===== config.mk =====
export PLATFORM = sky130hd
export DESIGN_NAME = relu_quant_maxpool
export DESIGN_NICKNAME = d
export VERILOG_FILES = /design/src/rtl/relu_quant_maxpool.sv
export SDC_FILE = /design/constraint.sdc
export NUM_CORES = 1
export LEC_CHECK = 0
export CAP_MARGIN = 20
export CORE_AREA = 2 2 127 129
export CTS_CLUSTER_DIAMETER = 30
export CTS_CLUSTER_SIZE = 28
export DETAILED_ROUTE_END_ITERATION = 12
export DIE_AREA = 0 0 129 131
export PLACE_DENSITY = 0.65
export SETUP_SLACK_MARGIN = 0.1
export SLEW_MARGIN = 5
export SYNTH_ARGS = -nofsm -noshare
export SYNTH_HDL_FRONTEND = slang
export SYNTH_SLANG_ARGS = --single-unit

===== constraint.sdc =====
create_clock -name clock -period 9.3 [get_ports clock]
set_input_delay 2.79 -clock clock [delete_from_list [all_inputs] [get_ports clock]]
set_output_delay 2.79 -clock clock [all_outputs]
set_load 0.02 [all_outputs]

===== src/rtl/relu_quant_maxpool.sv =====
// ReLU + requantize-to-8-bit + 2x2/stride-2 max-pool, one independent lane per tree.
// Lanes share the stage-1 valid, column counter and row parity.
module relu_quant_maxpool #(
  parameter int NUM_TREES = 2,
  parameter int ROW_WIDTH = 8,
  parameter int SHIFT     = 4
) (
  input  logic                      clock,
  input  logic                      reset,
  input  logic                      start_in,
  input  logic                      valid_in,
  input  logic [32*NUM_TREES-1:0]   pixel_vector_in,
  output logic                      valid_out,
  output logic [8*NUM_TREES-1:0]    pixel_vector_out
);

  localparam int HALF  = ROW_WIDTH / 2;
  localparam int COL_W = (ROW_WIDTH > 2) ? $clog2(ROW_WIDTH) : 1;
  localparam int LB_AW = (HALF > 1) ? $clog2(HALF) : 1;

  logic             v1_reg;
  logic             start1_reg;
  logic [COL_W-1:0] col_reg;
  logic             row_odd_reg;
  logic             valid_out_reg;

  logic [COL_W-1:0] cur_col;
  logic             cur_row_odd;
  logic             col_last;
  logic [LB_AW-1:0] lb_addr;

  // A registered start overrides whatever position the counters hold.
  always_comb begin
    cur_col     = start1_reg ? '0 : col_reg;
    cur_row_odd = start1_reg ? 1'b0 : row_odd_reg;
    col_last    = (cur_col == COL_W'(ROW_WIDTH - 1));
    lb_addr     = LB_AW'(cur_col >> 1);
  end

  always_ff @(posedge clock or negedge reset) begin
    if (!reset) begin
      v1_reg        <= 1'b0;
      start1_reg    <= 1'b0;
      col_reg       <= '0;
      row_odd_reg   <= 1'b0;
      valid_out_reg <= 1'b0;
    end else begin
      v1_reg        <= valid_in;
      start1_reg    <= start_in & valid_in;
      valid_out_reg <= v1_reg & cur_col[0] & cur_row_odd;
      if (v1_reg) begin
        col_reg     <= col_last ? '0 : cur_col + 1'b1;
        row_odd_reg <= col_last ? ~cur_row_odd : cur_row_odd;
      end
    end
  end

  assign valid_out = valid_out_reg;

  generate
    for (genvar gi = 0; gi < NUM_TREES; gi++) begin : g_lane
      logic [31:0] x;
      logic [31:0] shifted;
      logic [7:0]  q_next;
      logic [7:0]  q_reg;
      logic [7:0]  hold_reg;
      logic [7:0]  out_reg;
      logic [7:0]  linebuf [HALF];
      logic [7:0]  h;
      logic [7:0]  lb_rd;
      logic [7:0]  pooled;

      always_comb begin
        x       = pixel_vector_in[32*gi +: 32];
        shifted = x >> SHIFT;
        if (x[31])
          q_next = 8'd0;
        else if (shifted > 32'd255)
          q_next = 8'hFF;
        else
          q_next = shifted[7:0];
        h      = (hold_reg > q_reg) ? hold_reg : q_reg;
        lb_rd  = linebuf[lb_addr];
        pooled = (lb_rd > h) ? lb_rd : h;
      end

      // Even rows only write the line buffer and odd rows only read it, so no collision.
      always_ff @(posedge clock or negedge reset) begin
        if (!reset) begin
          q_reg    <= '0;
          hold_reg <= '0;
          out_reg  <= '0;
          for (int i = 0; i < HALF; i++) linebuf[i] <= '0;
        end else begin
          if (valid_in) q_reg <= q_next;
          if (v1_reg) begin
            if (!cur_col[0])
              hold_reg <= q_reg;
            else if (!cur_row_odd)
              linebuf[lb_addr] <= h;
            else
              out_reg <= pooled;
          end
        end
      end

      assign pixel_vector_out[8*gi +: 8] = out_reg;
    end
  endgenerate

endmodule

== Word level (Yosys, flattened, before mapping) ==
Cells that the tools add are included.
Cells by class
  add/sub/neg operators: 1
  order comparisons: 8
  eq/ne operators: 1
  mux-type cells: 22
  bitwise operators: 6
  reductions and logical operators: 4
Operators with widths (number)
  8-bit 2-to-1 mux: 13
  32-bit bitwise mux: 2
  28-bit by 8-bit greater-than comparator with 1-bit output, second input constant: 2
  8-bit binary-select mux with 2-bit select: 2
  8-bit greater-than comparator: 4
  8-bit demux with 2-bit select: 1
  3-bit 2-to-1 mux: 2
  3-bit AND reduction: 2
  3-bit by 1-bit adder with 3-bit output, second input constant: 1
  1-bit AND: 3
  3-bit equality test, second input constant: 1
  3-bit greater-or-equal comparator, second input constant: 1
  3-bit by 1-bit less-than comparator with 1-bit output, second input constant: 1
  2-bit inverter with 3-bit output: 1
  1-bit 2-to-1 mux: 2
  1-bit inverter: 2
  2-bit AND reduction: 1
  1-bit logical AND: 1
Storage, ports and cells
  register bits after elaboration: 119
  input bits: 68
  output and inout port bits: 17
  word-level logic and storage cells: 61

== Depth between registers and ports, before layout ==
Gate-level depths: netlist (run 1).
  depth after elaboration: 7
  mapped depth: 17
  mapped depth without buffers: 15

== Least setup slack after synthesis (run 1) ==
Ideal clock, no wire load.
  path kind: input-to-reg
  from: input port pixel_vector_in[17]
  to: register g_lane[0].q_reg[0]
  library setup time: 0.125 ns
  arrival: 3.755 ns
  required time: 9.175 ns
  path slack: 5.420 ns
  stages on the path: 6
  path buffers: 0
  path through: nor4_1 -> and3_1 -> nand3_1 -> nor2_1 -> nor2_1 -> mux2_2
Between the ends
  longest elaborated chain between the ends: 3
RTL lines
  start: declaration: line 12  | input logic [32*NUM_TREES-1:0] pixel_vector_in,
  28-bit by 8-bit greater-than comparator with 1-bit output: line 78  | else if (shifted > 32'd255)
  8-bit 2-to-1 mux: line 78
  8-bit 2-to-1 mux: line 76  | if (x[31])
  end signal: assignment: line 95  | if (valid_in) q_reg <= q_next;
  end: declaration: line 65  | logic [7:0] q_reg;
No other way between the ends.
A chain may end at the register's enable or synchronous reset.

== Worst setup path after layout (run 1) ==
  from: register g_lane[1].out_reg[6]
  to: output port pixel_vector_out[14]
RTL lines
  start: declaration: line 67  | logic [7:0] out_reg;
  start signal: assignment: line 102  | out_reg <= pooled;
  end: declaration: line 14  | output logic [8*NUM_TREES-1:0] pixel_vector_out
No word-level cell between the ends.

==> impl_metrics.env, run 1 <==
export IMPL_synth_top_family_by_area="compound AO/OA/AOI/OAI gates"
export IMPL_peakVddDrop_mv=0.108
export IMPL_worst_pin_slew_ns=1.06
export IMPL_fill_cells=1400
export IMPL_grt_pass1_wl_mm=24.4
export IMPL_post_cts_buffers=0
export IMPL_final_nets=823
export IMPL_whs_path_depth=2
export IMPL_fin_crit_ns=4.23
export IMPL_grt_pass1_vias=4960
export IMPL_fmax_mhz=237
export IMPL_largest_reg_flops=64
export IMPL_vias_per_cell=5.24
export IMPL_yosys_area_top_type_share_pct=46.4
export IMPL_first_pass_iters=4
export IMPL_finalSetupTns_ns=0
export IMPL_r2r_slack_ns=5.28
export IMPL_crit_cells=1
export IMPL_cts_sinks=119
export IMPL_max_slew_margin_pct=29.1
export IMPL_ys_async_sr_fraction_pct=100
export IMPL_cts_hold_buf=0
export IMPL_period_share_pct=45.4
export IMPL_yosys_area_share_simple_pct=13.8
export IMPL_synth_area_mux_share_pct=6.05
export IMPL_critPathRequiredTime_ns=6.51
export IMPL_finalMaxSlewViolations=0
export IMPL_drtAntennaViolNets=0
export IMPL_final_util_pct=51.0
export IMPL_synth_avg_cell_area_um2=9.75
export IMPL_vias=4975
export IMPL_worst_path_dominant_cell_family="buffers and inverters"
export IMPL_worstHoldPathType="reg2reg"
export IMPL_finalHoldViolations=0
export IMPL_critPathMaxFanout=2
export IMPL_arrival_ns=1.44
export IMPL_gr_total_overflow=0
export IMPL_status="complete, no violations"
export IMPL_core_area_um2=15600
export IMPL_ys_flop_type="dfrtp_1"
export IMPL_synth_xor_area_share_pct=0
export IMPL_slowest_stage="clkdlybuf4s50_1"
export IMPL_synth_fa_ha_area_share_pct=6.63
export IMPL_clk_path_buf_depth=2
export IMPL_area_growth_pct=24.0
export IMPL_drtIter0Drc=255
export IMPL_synth_seq_area_share_pct=46.4
export IMPL_r2r_end="g_lane[1].out_reg[3]"
export IMPL_die_x_um=129
export IMPL_start_util_pct=41.1
export IMPL_drive_gt1_share_pct=12.9
export IMPL_grt_max_degree=70
export IMPL_die_area_um2=16900
export IMPL_powerDensity_nw_per_um2=328
export IMPL_cts_clk_slew_worst_paths_ns=0.06
export IMPL_cap_violations=0
export IMPL_skew_ns=0.00665
export IMPL_synth_edff_count=0
export IMPL_cts_max_level=4
export IMPL_post_cts_resized=0
export IMPL_worst_r2r_cell_count=11
export IMPL_synthCells=658
export IMPL_timing_rr_start="col_reg[2]"
export IMPL_met2WireLength_mm=7.25
export IMPL_maxUsedRoutingLayer="met4"
export IMPL_largest_register="g_lane.linebuf"
export IMPL_port_buffers=76
export IMPL_wl_met1_mm=6.72
export IMPL_synth_warnings=0
export IMPL_slowest_delay_ns=0.63
export IMPL_cp_start_kind="flop"
export IMPL_worst_path_buf_inv=1
export IMPL_routabilityCongestion=0.837
export IMPL_power_leakage_nw=3.53
export IMPL_dp_hpwl_mm=10.4
export IMPL_wl_mm=14.7
export IMPL_met3_length_um=519
export IMPL_min_from="g_lane[0].linebuf[6]"
export IMPL_numCtsBuffers=17
export IMPL_io_pins=85
export IMPL_cp_cell_sequence="clkdlybuf4s50_1"
export IMPL_track_usage_pct=18.4
export IMPL_whs_endpoint="g_lane[0].linebuf[6]"
export IMPL_syn_nets=760
export IMPL_rsz0062_at_grt="false"
export IMPL_die_height_um=131
export IMPL_cts_tree="yes"
export IMPL_setup_ws_ns=5.07
export IMPL_finalSetupViolCount=0
export IMPL_clockRootBuffer="clkbuf_16"
export IMPL_end_kind="output pin"
export IMPL_clock_latency_ns=0.41
export IMPL_synth_cell_type_count=54
export IMPL_antenna_found_initial=0
export IMPL_wl_per_cell_um=15.5
export IMPL_path_class="reg2out"
export IMPL_yosysTopAreaCell="dfrtp_1"
export IMPL_diodes=0
export IMPL_synth_seq_cells=119
export IMPL_synth_compound_area_share_pct=22.5
export IMPL_synthTopCellsByArea="dfrtp_1, ha_1, o21ai_0"
export IMPL_critPathLaunch="g_lane[1].out_reg[6]"
export IMPL_fp_row_count=46
export IMPL_synth_area_um2=6410
export IMPL_preCtsSetupSlack_ns=4.75
export IMPL_drc_errors=0
layout make-up:
class / count / area [um^2] / area share, %
multi-input combinational: 474 / 3140 / 39.5
sequential: 119 / 2980 / 37.4
timing repair buffer: 82 / 823 / 10.4
clock buffer: 20 / 467 / 5.87
tap: 216 / 270 / 3.40
clock inverter: 12 / 173 / 2.17
inverter: 27 / 101 / 1.27
kinds of logic (layout without fill, tap and decap cells):
| logic type | Yosys count | in the layout |
|---|---|---|
| AOI/OAI and AO/OA | 217 | 217 |
| adders and majority gates | 34 | 34 |
| buffers and inverters | 65 | 141 |
| DFF | 119 | 119 |
| muxes | 36 | 36 |
| and+or+nand+nor | 187 | 187 |
cell usage after synthesis (16+ instances only):
library cell / count
mux2_2: 22
nor2_1: 29
clkbuf_1: 19
a21oi_1: 36
a22oi_1: 16
inv_1: 27
nand3_1: 21
nand2_1: 87
dfrtp_1: 119
o21ai_0: 70
ha_1: 34
metal layers:
layer  global-route usage [%]  vias to the layer above
li1                         -                     2468
met2                     31.3                      123
met5                        0                        -
met1                     23.9                     2365
met3                     3.38                       19
met4                     5.82                        0
worst max path at each step:
stage | slack, ns | to
after global routing | 4.99 | g_lane[0].out_reg[4]
after global placement | 4.79 | g_lane[1].q_reg[0]
after CTS | 5.07 | g_lane[1].out_reg[4]
final | 5.07 | pixel_vector_out[14]
after detailed placement | 4.75 | g_lane[0].q_reg[0]
after floorplan | 5.42 | g_lane[0].q_reg[0]
metrics by stage:
stage	instance area (um^2)	hold slack, ns	total power, mW	cells
4_1_cts	7920	0.480	2.61	948
2_1_floorplan	6410	0.444	1.59	658
3_3_place_gp	7280	0.455	1.84	916
3_5_place_dp	7280	0.466	1.89	916
5_1_grt	7950	0.500	2.80	950
6_report	7950	0.477	2.61	950
cells in the final DEF, fill, tap and decap left out, types with 9 or more instances in the layout:
| cell | count |
|---|---|
| nor2_1 | 29 |
| o21a_1 | 9 |
| nor4_1 | 10 |
| nand3_1 | 21 |
| clkbuf_16 | 17 |
| mux2i_1 | 14 |
| o21ai_0 | 70 |
| a22oi_1 | 16 |
| nand2_1 | 87 |
| a21oi_1 | 36 |
| ha_1 | 34 |
| o21ai_1 | 14 |
| mux2_2 | 22 |
| o21bai_1 | 14 |
| clkdlybuf4s50_1 | 75 |
| a21o_1 | 9 |
| dfrtp_1 | 119 |
| inv_1 | 27 |
where the power goes:
part	leakage (nW)	total, mW	switching, mW	internal, mW
sequential	1.46	0.836	0.128	0.709
combinational	1.75	1.07	0.599	0.470
clock	0.312	0.705	0.236	0.469
(Power assumes the default switching activity.)
==> run 2, diff against run 1 <==
--- a/config.mk
+++ b/config.mk
@@ -11,7 +11,7 @@
 export CTS_CLUSTER_SIZE = 28
 export DETAILED_ROUTE_END_ITERATION = 12
 export DIE_AREA = 0 0 129 131
-export PLACE_DENSITY = 0.65
+export PLACE_DENSITY = 0.67
 export SETUP_SLACK_MARGIN = 0.1
 export SLEW_MARGIN = 5
 export SYNTH_ARGS = -nofsm -noshare
==> constraint.sdc (replaced) <==
create_clock -name clock -period 3.8 [get_ports clock]
set_input_delay 1.14 -clock clock [delete_from_list [all_inputs] [get_ports clock]]
set_output_delay 1.14 -clock clock [all_outputs]
set_load 0.02 [all_outputs]
==> run 2 against run 1 <==
  * Non-clock buffer count up 12
  * Clock skew is 0.0015 ns lower
  * Sequential share of layout area shrank 0.40 points
  * Combinational power grew to 2.5 times the previous value
  * Worst setup slack got worse by 4.7 ns
  * Sequential power up 140%
  * Via count rose by 3.9%
  * Largest power group unchanged
  * Worst hold slack lost 0.0012 ns
  * Final cell count increased by 1.4%
  * Power rose by 140%
  * Critical endpoint is now g_lane[1].out_reg[4]
  * Final area up 1.1%
  * Highest routed layer unchanged
==> impl_metrics.env, run 2 (synthesis gave the netlist of run 1 again) <==
export IMPL_first_pass_iters=4
export IMPL_area_growth_pct=25.3
export IMPL_grt_pass1_vias=5261
export IMPL_drive_gt1_share_pct=15.0
export IMPL_drc_errors=0
export IMPL_placedInstanceArea_um2=7360
export IMPL_grt_max_degree=54
export IMPL_end_kind="flop"
export IMPL_pwr_share_seq_pct=31.8
export IMPL_dp_hpwl_mm=10.8
export IMPL_gr_total_overflow=0
export IMPL_fp_row_count=46
export IMPL_drtIter0Drc=252
export IMPL_powerDensity_nw_per_um2=793
export IMPL_timing_rr_start="g_lane[1].q_reg[3]"
export IMPL_final_common_cell="dfrtp_1"
export IMPL_preCtsSetupSlack_ns=0.236
export IMPL_p_switching_mw=2.37
export IMPL_cp_start_kind="flop"
export IMPL_r2r_slack_ns=0.34
export IMPL_p_int_mw=4.00
export IMPL_cts_clk_slew_worst_paths_ns=0.05
export IMPL_crit_end="g_lane[1].out_reg[4]"
export IMPL_finalHoldViolations=0
export IMPL_start_util_pct=41.1
export IMPL_status="complete, no violations"
export IMPL_path_class="reg2reg"
export IMPL_core_area_um2=15600
export IMPL_routabilityCongestion=0.832
export IMPL_worst_r2r_cell_count=15
export IMPL_critPathLaunch="g_lane[1].q_reg[3]"
export IMPL_arrival_ns=3.75
export IMPL_finalMaxSlewViolations=0
export IMPL_vias=5168
export IMPL_vias_per_cell=5.37
export IMPL_comb_power_share_pct=42.7
export IMPL_worst_pin_slew_ns=0.947
export IMPL_power_leakage_nw=3.57
export IMPL_track_usage_pct=18.7
export IMPL_diodes=0
export IMPL_die_height_um=131
export IMPL_grt_pass1_wl_mm=25.0
export IMPL_finalSetupTns_ns=0
export IMPL_port_buffers=76
export IMPL_drtAntennaViolNets=0
export IMPL_final_cells=963
export IMPL_clockRootBuffer="clkbuf_16"
export IMPL_r2r_end="g_lane[1].out_reg[4]"
export IMPL_dp_cells=925
export IMPL_layout_common_cells="dfrtp_1, nand2_1, clkdlybuf4s50_1"
export IMPL_setup_ws_ns=0.337
export IMPL_clock_latency_ns=0.41
export IMPL_period_share_pct=91.1
export IMPL_stdcell_area_um2=8040
export IMPL_largest_reg_flops=64
export IMPL_cts_sinks=119
export IMPL_wl_per_cell_um=15.5
export IMPL_largest_register="g_lane.linebuf"
export IMPL_power_switching_fraction_pct=37.3
export IMPL_antenna_found_initial=0
export IMPL_skew_ns=0.00515
export IMPL_fin_crit_ns=3.46
export IMPL_max_slew_margin_pct=36.9
export IMPL_clockPowerShare_pct=25.5
export IMPL_final_nets=836
export IMPL_design_power_total_mw=6.37
export IMPL_rsz0062_at_grt="false"
export IMPL_numCtsBuffers=17
export IMPL_critPathRequiredTime_ns=4.09
export IMPL_peakVddDrop_mv=0.264
export IMPL_cap_violations=0
export IMPL_io_pins=85
export IMPL_cts_tree="yes"
export IMPL_fmax_mhz=289
export IMPL_critPathMaxFanout=16
export IMPL_die_area_um2=16900
export IMPL_clk_path_buf_depth=2
export IMPL_die_x_um=129
export IMPL_worstHoldPathType="reg2reg"
export IMPL_cts_max_level=4
export IMPL_finalSetupViolCount=0
export IMPL_wl_mm=14.9
==> run 2: cell count changes in the layout (fill, tap and decap cells not counted), sizes merged <==
cell / before / now
inv: 28 / 27
buf: 7 / 19
bufinv: 4 / 3
clkinv: 5 / 6
and2: 9 / 10
clkbuf: 20 / 19
clkinvlp: 2 / 4
==> run 2: worst max-delay path, cell delays in order, from the launching register on <==
cell and delay [ns]:
dfrtp_1 0.36, inv_1 0.08, ha_1 0.33, nand4_1 0.16
or3_1 0.38, and3_2 0.23, nor3_2 0.36, inv_1 0.09
ha_1 0.30, nand4_1 0.08, nor2_1 0.07, a211oi_1 0.25
nor2_1 0.07, buf_4 0.20, o21a_1 0.18, a22o_1 0.20
==> run 2: what timing repair did <==
item / CTS / global route
setup endpoints to repair: 0 / 12
hold buffers: 0 / 0
hold endpoints to repair: 0 / 0
gates resized for setup: 0 / 4
buffers inserted: 0 / 2
==> run 2: power groups by stage <==
stage	sequential [mW]	combinational, mW	clock, mW
detailed placement	2.05	2.64	0
finish	2.03	2.72	1.62
CTS	2.03	2.66	1.65
floorplan	2.04	1.86	0
global route	2.09	3.03	1.71
global placement	2.02	2.54	0
==> run 2: cell type report <==
cell class / instances / area [um^2]
clock inverter: 13 / 154
sequential: 119 / 2980
tap: 216 / 270
clock buffer: 19 / 453
inverter: 27 / 101
fill: 1390 / 7560
timing repair buffer: 94 / 928
multi-input combinational: 475 / 3150
==> run 2: how the worst min path moves through the flow <==
stage | cells after the start | start | to | slack (ns)
after floorplan | 2 | g_lane[0].linebuf[0] | g_lane[0].linebuf[0] | 0.44
after global routing | 2 | g_lane[1].linebuf[7] | g_lane[1].linebuf[7] | 0.50
after global placement | 2 | g_lane[1].linebuf[4] | g_lane[1].linebuf[4] | 0.46
after CTS | 2 | g_lane[1].linebuf[30] | g_lane[1].linebuf[30] | 0.48
final | 2 | g_lane[1].linebuf[30] | g_lane[1].linebuf[30] | 0.48
after detailed placement | 2 | g_lane[1].linebuf[30] | g_lane[1].linebuf[30] | 0.47
==> run 2: through the flow <==
stage	utilization, %	hold slack [ns]
CTS	51.1	0.478
detailed placement	47.2	0.466
floorplan	-	0.444
finish	51.5	0.476
global route	51.5	0.505
global placement	47.2	0.455
==> run 2: metal layers <==
layer,wire (um),GRT usage [%]
met1,6550,23.4
met2,7430,32.1
met4,227,6.52
met5,0,0
met3,693,4.19
==> edit 1, RTL diff (config.mk and constraints of run 2) <==
Add an input register stage for `pixel_vector_in`, cleared by the reset; this delays it by one clock. The other inputs are not delayed to match.
--- a/src/rtl/relu_quant_maxpool.sv
+++ b/src/rtl/relu_quant_maxpool.sv
@@ -19,2 +19,12 @@
   localparam int LB_AW = (HALF > 1) ? $clog2(HALF) : 1;
+
+  logic [32*NUM_TREES-1:0] pixel_vector_q;
+
+  always_ff @(posedge clock or negedge reset) begin
+    if (!reset) begin
+      pixel_vector_q <= '0;
+    end else begin
+      pixel_vector_q <= pixel_vector_in;
+    end
+  end
 
@@ -73,3 +83,3 @@
       always_comb begin
-        x       = pixel_vector_in[32*gi +: 32];
+        x       = pixel_vector_q[32*gi +: 32];
         shifted = x >> SHIFT;
Check against the original RTL: no difference found for any inputs over 10 cycles, from zero or initial values and one cycle with reset low; that may be too few to reach the edited logic, so the function may still have changed.
==> edit 1 against run 2 <==
Total power grew 10%; wire length grew 6.3%; largest power group unchanged; synthesized area grew 21%; clock power shrank 4%; critical path depth is the same; sequential cell count grew 56; setup slack lost 24 ps; design area grew 16%; critical path type unchanged.
==> edit 1: results (changes against run 2) <==
CP delay by family, top=compound AO/OA/AOI/OAI gates; maximum vdd drop=0.371 mV (+41%); Nets=894 (+6.9%); CP peak stage delay=340 ps (-40 ps); arrival time worst endpoint=3790 ps (+40 ps); vias in the first global route=5303 (+0.80%); gpl congestion=0.877 (+5.4%); syn nets=818 (+7.6%); Leak=4.19 nW (+17%); wire per inst=15.5 um (+0.23%); status=complete, no violations; placed instance area=0.00875 mm2 (+19%); detailed-route vias per instance=5.38 (+0.29%); layout cell share with drive strength beyond 1=0.106 (-0.0443); hpwl dp=11300 um (+5.4%); final setup skew=7.61 ps (+2.47 ps); Compound-Gate Fraction of Synth Area=0.181 (-0.0439); Crit-path slowest cell=ha_1; first-pass GRT wire length=26000 um (+4.1%); clk slew on worst S/H paths=70 ps (+20 ps); sequential share of the synthesized area=0.565 (+0.100); Worst Setup SP=g_lane[1].q_reg[7]; crit path max fanout=14 (-2); Synth area leaders=dfrtp_1 (56%), ha_1 (5.5%), nand2_1 (4.3%); Commonest cells post-synth=dfrtp_1 (175), nand2_1 (89), o21ai_0 (64); drt pass-1 iters=7 (+3)
[edit 1: repair_timing]
action	CTS	global route
buffers inserted	0	2
resized for setup	0	5
hold endpoints to repair	0	0
endpoints found under the setup margin	0	8
[edit 1: where the power goes]
| part | internal [mW] | switching, mW |
|---|---|---|
| registers | 2.35 | 0.293 |
| logic | 1.25 | 1.58 |
| clock network | 0.853 | 0.711 |
[edit 1: cell type report]
cell class	instances	area [um2]
tap	216	270
fill	1284	6280
timing repair buffer	95	917
sequential	175	4380
clock inverter	12	88.8
inverter	23	86.3
multi-input combinational	480	3120
clock buffer	20	447
[edit 1: worst paths after layout]
| check | cells past startpoint | slack [ps] | to |
|---|---|---|---|
| max in group asynchronous | 2 | 2240 | pixel_vector_q[30] |
| max reg2reg | 15 | 310 | g_lane[1].out_reg[2] |
| min reg2reg | 2 | 480 | g_lane[1].linebuf[17] |
| max | 15 | 310 | g_lane[1].out_reg[2] |
| min | 2 | 480 | g_lane[1].linebuf[17] |
| min in group asynchronous | 1 | 700 | valid_out |
[edit 1: per-layer routing]
| layer | wire [um] | share of wire | GRT usage | up-vias |
|---|---|---|---|---|
| li1 | - | - | - | 2682 |
| met5 | 0 | 0 | 0 | - |
| met2 | 7580 | 0.48 | 0.320 | 129 |
| met1 | 7430 | 0.47 | 0.268 | 2669 |
| met3 | 669 | 0.042 | 0.0371 | 15 |
| met4 | 157 | 0.0099 | 0.0614 | 0 |
[edit 1: through the flow]
step / std cells / total power, mW / hold slack (ps) / utilization / setup WS [ps]
finish: 1021 / 7.04 / 481 / 0.597 / 313
detailed placement: 987 / 5.42 / 470 / 0.561 / 204
global route: 1021 / 7.52 / 504 / 0.597 / 109
CTS: 1019 / 7.00 / 484 / 0.595 / 179
floorplan: 716 / 4.57 / 449 / - / 640
global placement: 987 / 5.28 / 460 / 0.561 / 280
==> edit 2, RTL diff (flow settings as in run 2) <==
Made on the original files. Change the parameter `NUM_TREES` from 2 to 1.
--- a/src/rtl/relu_quant_maxpool.sv
+++ b/src/rtl/relu_quant_maxpool.sv
@@ -3,3 +3,3 @@
 module relu_quant_maxpool #(
-  parameter int NUM_TREES = 2,
+  parameter int NUM_TREES = 1,
   parameter int ROW_WIDTH = 8,
Ports: changed (resized pixel_vector_in and pixel_vector_out); port bits go from 85 to 45. The function was not compared with the original's and may differ.
==> edit 2 against run 2 <==
Via count down 48%; die area did not move; sequential share of layout area fell by 2.0 points; setup slack improved by 56 ps; non-clock buffer count shrank 43; total power fell by 46%; design area down 44%; sequential power down 45%; synthesized cell count decreased by 52%; critical endpoint is now pixel_vector_out[1]; wire length down 44%; synthesized area fell by 45%; clock power shrank 55%; sequential cell count decreased by 56.
==> edit 2: results (changes against run 2) <==
clk_lat worst skew=330 ps (-80 ps); antenna violations before repair=0 (unchanged); H-tree depth=3 (-1); Hold Crit Endpoint=pixel_vector_out[0]; first-pass GRT wire length=13700 um (-45%); via count=2676 (-48%); Register-to-Register Setup Slack=390 ps (+60 ps); max FFs per register=32 (-50%); Yosys cell types=43 (-20%); status=complete, no violations; sequential share of the synthesized area=0.450 (-0.0137); wire per inst=14.3 um (-7.7%); arrival time worst endpoint=3620 ps (-130 ps); Synth area leaders=dfrtp_1 (45%), mux2_2 (12%), ha_1 (6.4%); Max Root-Sink Buffers=2 (unchanged); layout cell share with drive strength beyond 1=0.194 (+0.0441); largest net degree at the start of global routing=35 (-35%); maximum vdd drop=0.287 mV (+8.7%); syn nets=367 (-52%); PortBufs=40 (-47%); gpl congestion=0.861 (+3.5%); Leak=1.93 nW (-46%); HP Start=pixel_vector_out[0]; worst r2r dst=pixel_vector_out[1]; Num CTS Buffers=9 (-8); placed instance area=0.00419 mm2 (-43%); yosys warns=0 (unchanged); hpwl dp=6140 um (-43%); crit path max fanout=7 (-9); gr usage total=0.106 (-0.0811); Final Slew Violations=0 (unchanged); final setup skew=7.03 ps (+1.88 ps); Sw Ratio=0.368 (-0.00465); drt pass-1 iters=5 (+1); Biggest register=g_lane.linebuf; Reg-to-Reg Start=g_lane[0].q_reg[7]; Commonest cells post-synth=dfrtp_1 (63), mux2_2 (36), inv_1 (23); fillers=1636 (+18%); pre-CTS setup slack=160 ps (-76.0 ps); clock root cell=clkbuf_16; Nets=416 (-50%); worst slew pin tran=773 ps (-174 ps); DR iter-0 viols=169 (-33%)
[edit 2: changes by cell type in the layout (fill, tap and decap cells not counted), sizes merged, moves of 15 or more]
cell / change
o21ai: -80
nand2: -72
dfrtp: -56
clkdlybuf4s50: -36
a21oi: -34
nand3: -19
ha: -16
a22oi: -15
[edit 2: per-stage QoR]
stage | std cells | utilization | hold WS, ps
final | 582 | 0.288 | 491
after global routing | 582 | 0.288 | 508
after CTS | 582 | 0.285 | 500
after detailed placement | 567 | 0.268 | 489
after global placement | 567 | 0.268 | 466
after floorplan | 313 | - | 456
[edit 2: final cells by class]
| cell class | count | area [um2] | area share |
|---|---|---|---|
| multi-input combinational | 213 | 1820 | 0.405 |
| timing repair buffer | 51 | 478 | 0.106 |
| clock inverter | 1 | 5.00 | 0.00111 |
| tap | 216 | 270 | 0.0601 |
| inverter | 24 | 90.1 | 0.0200 |
| clock buffer | 14 | 254 | 0.0565 |
| sequential | 63 | 1580 | 0.351 |
[edit 2: routing by layer]
layer / vias up / GRT usage / share of wire
li1: 1284 / - / -
met1: 1299 / 0.138 / 0.48
met2: 80 / 0.165 / 0.45
met3: 13 / 0.0301 / 0.060
met4: 0 / 0.0422 / 0.016
met5: - / 0 / 0
[edit 2: worst max-delay path: stages (launching register included)]
cell and delay, ps:
dfrtp_1 360, inv_1 80, ha_1 340, nand2_1 120
or2_1 250, and3_2 250, a32o_1 230, a221o_1 300
inv_1 100, ha_1 240, nor2b_1 130, o211ai_1 190
a21oi_2 90, nor2_2 230, nor4bb_1 100, a221o_1 280
[edit 2: how the worst max path moves through the flow]
stage | to | slack, ps | start
after CTS | pixel_vector_out[1] | 140 | g_lane[0].q_reg[7]
after detailed placement | pixel_vector_out[1] | 160 | g_lane[0].q_reg[7]
after global routing | pixel_vector_out[4] | 120 | g_lane[0].q_reg[7]
after floorplan | pixel_vector_out[1] | 590 | g_lane[0].q_reg[7]
after global placement | pixel_vector_out[5] | 270 | g_lane[0].q_reg[7]
final | pixel_vector_out[1] | 390 | g_lane[0].q_reg[7]
[edit 2: what timing repair did]
item,in CTS,in global routing
endpoints found under the setup margin,0,8
resized for setup,0,12
setup buffers,0,0
hold endpoints to repair,0,0
hold buffers,0,0
[edit 2: power by group through the flow]
stage               sequential (mW)  combinational [mW]  clock, mW
CTS                            1.11                1.54      0.744
finish                         1.11                1.58      0.724
global placement               1.10                1.47          0
detailed placement             1.12                1.53          0
global route                   1.15                1.75      0.772
floorplan                      1.11                1.04          0
[edit 2: kinds of logic (layout without fill, tap and decap cells)]
kind of cell / count (synthesis) / count (layout) / share of synthesized area
flops: 63 / 63 / 0.450
compound gates: 71 / 71 / 0.164
mux: 52 / 52 / 0.162
buf+inv: 37 / 90 / 0.0436
fa+ha+maj: 18 / 18 / 0.0644
simple gates: 72 / 72 / 0.116
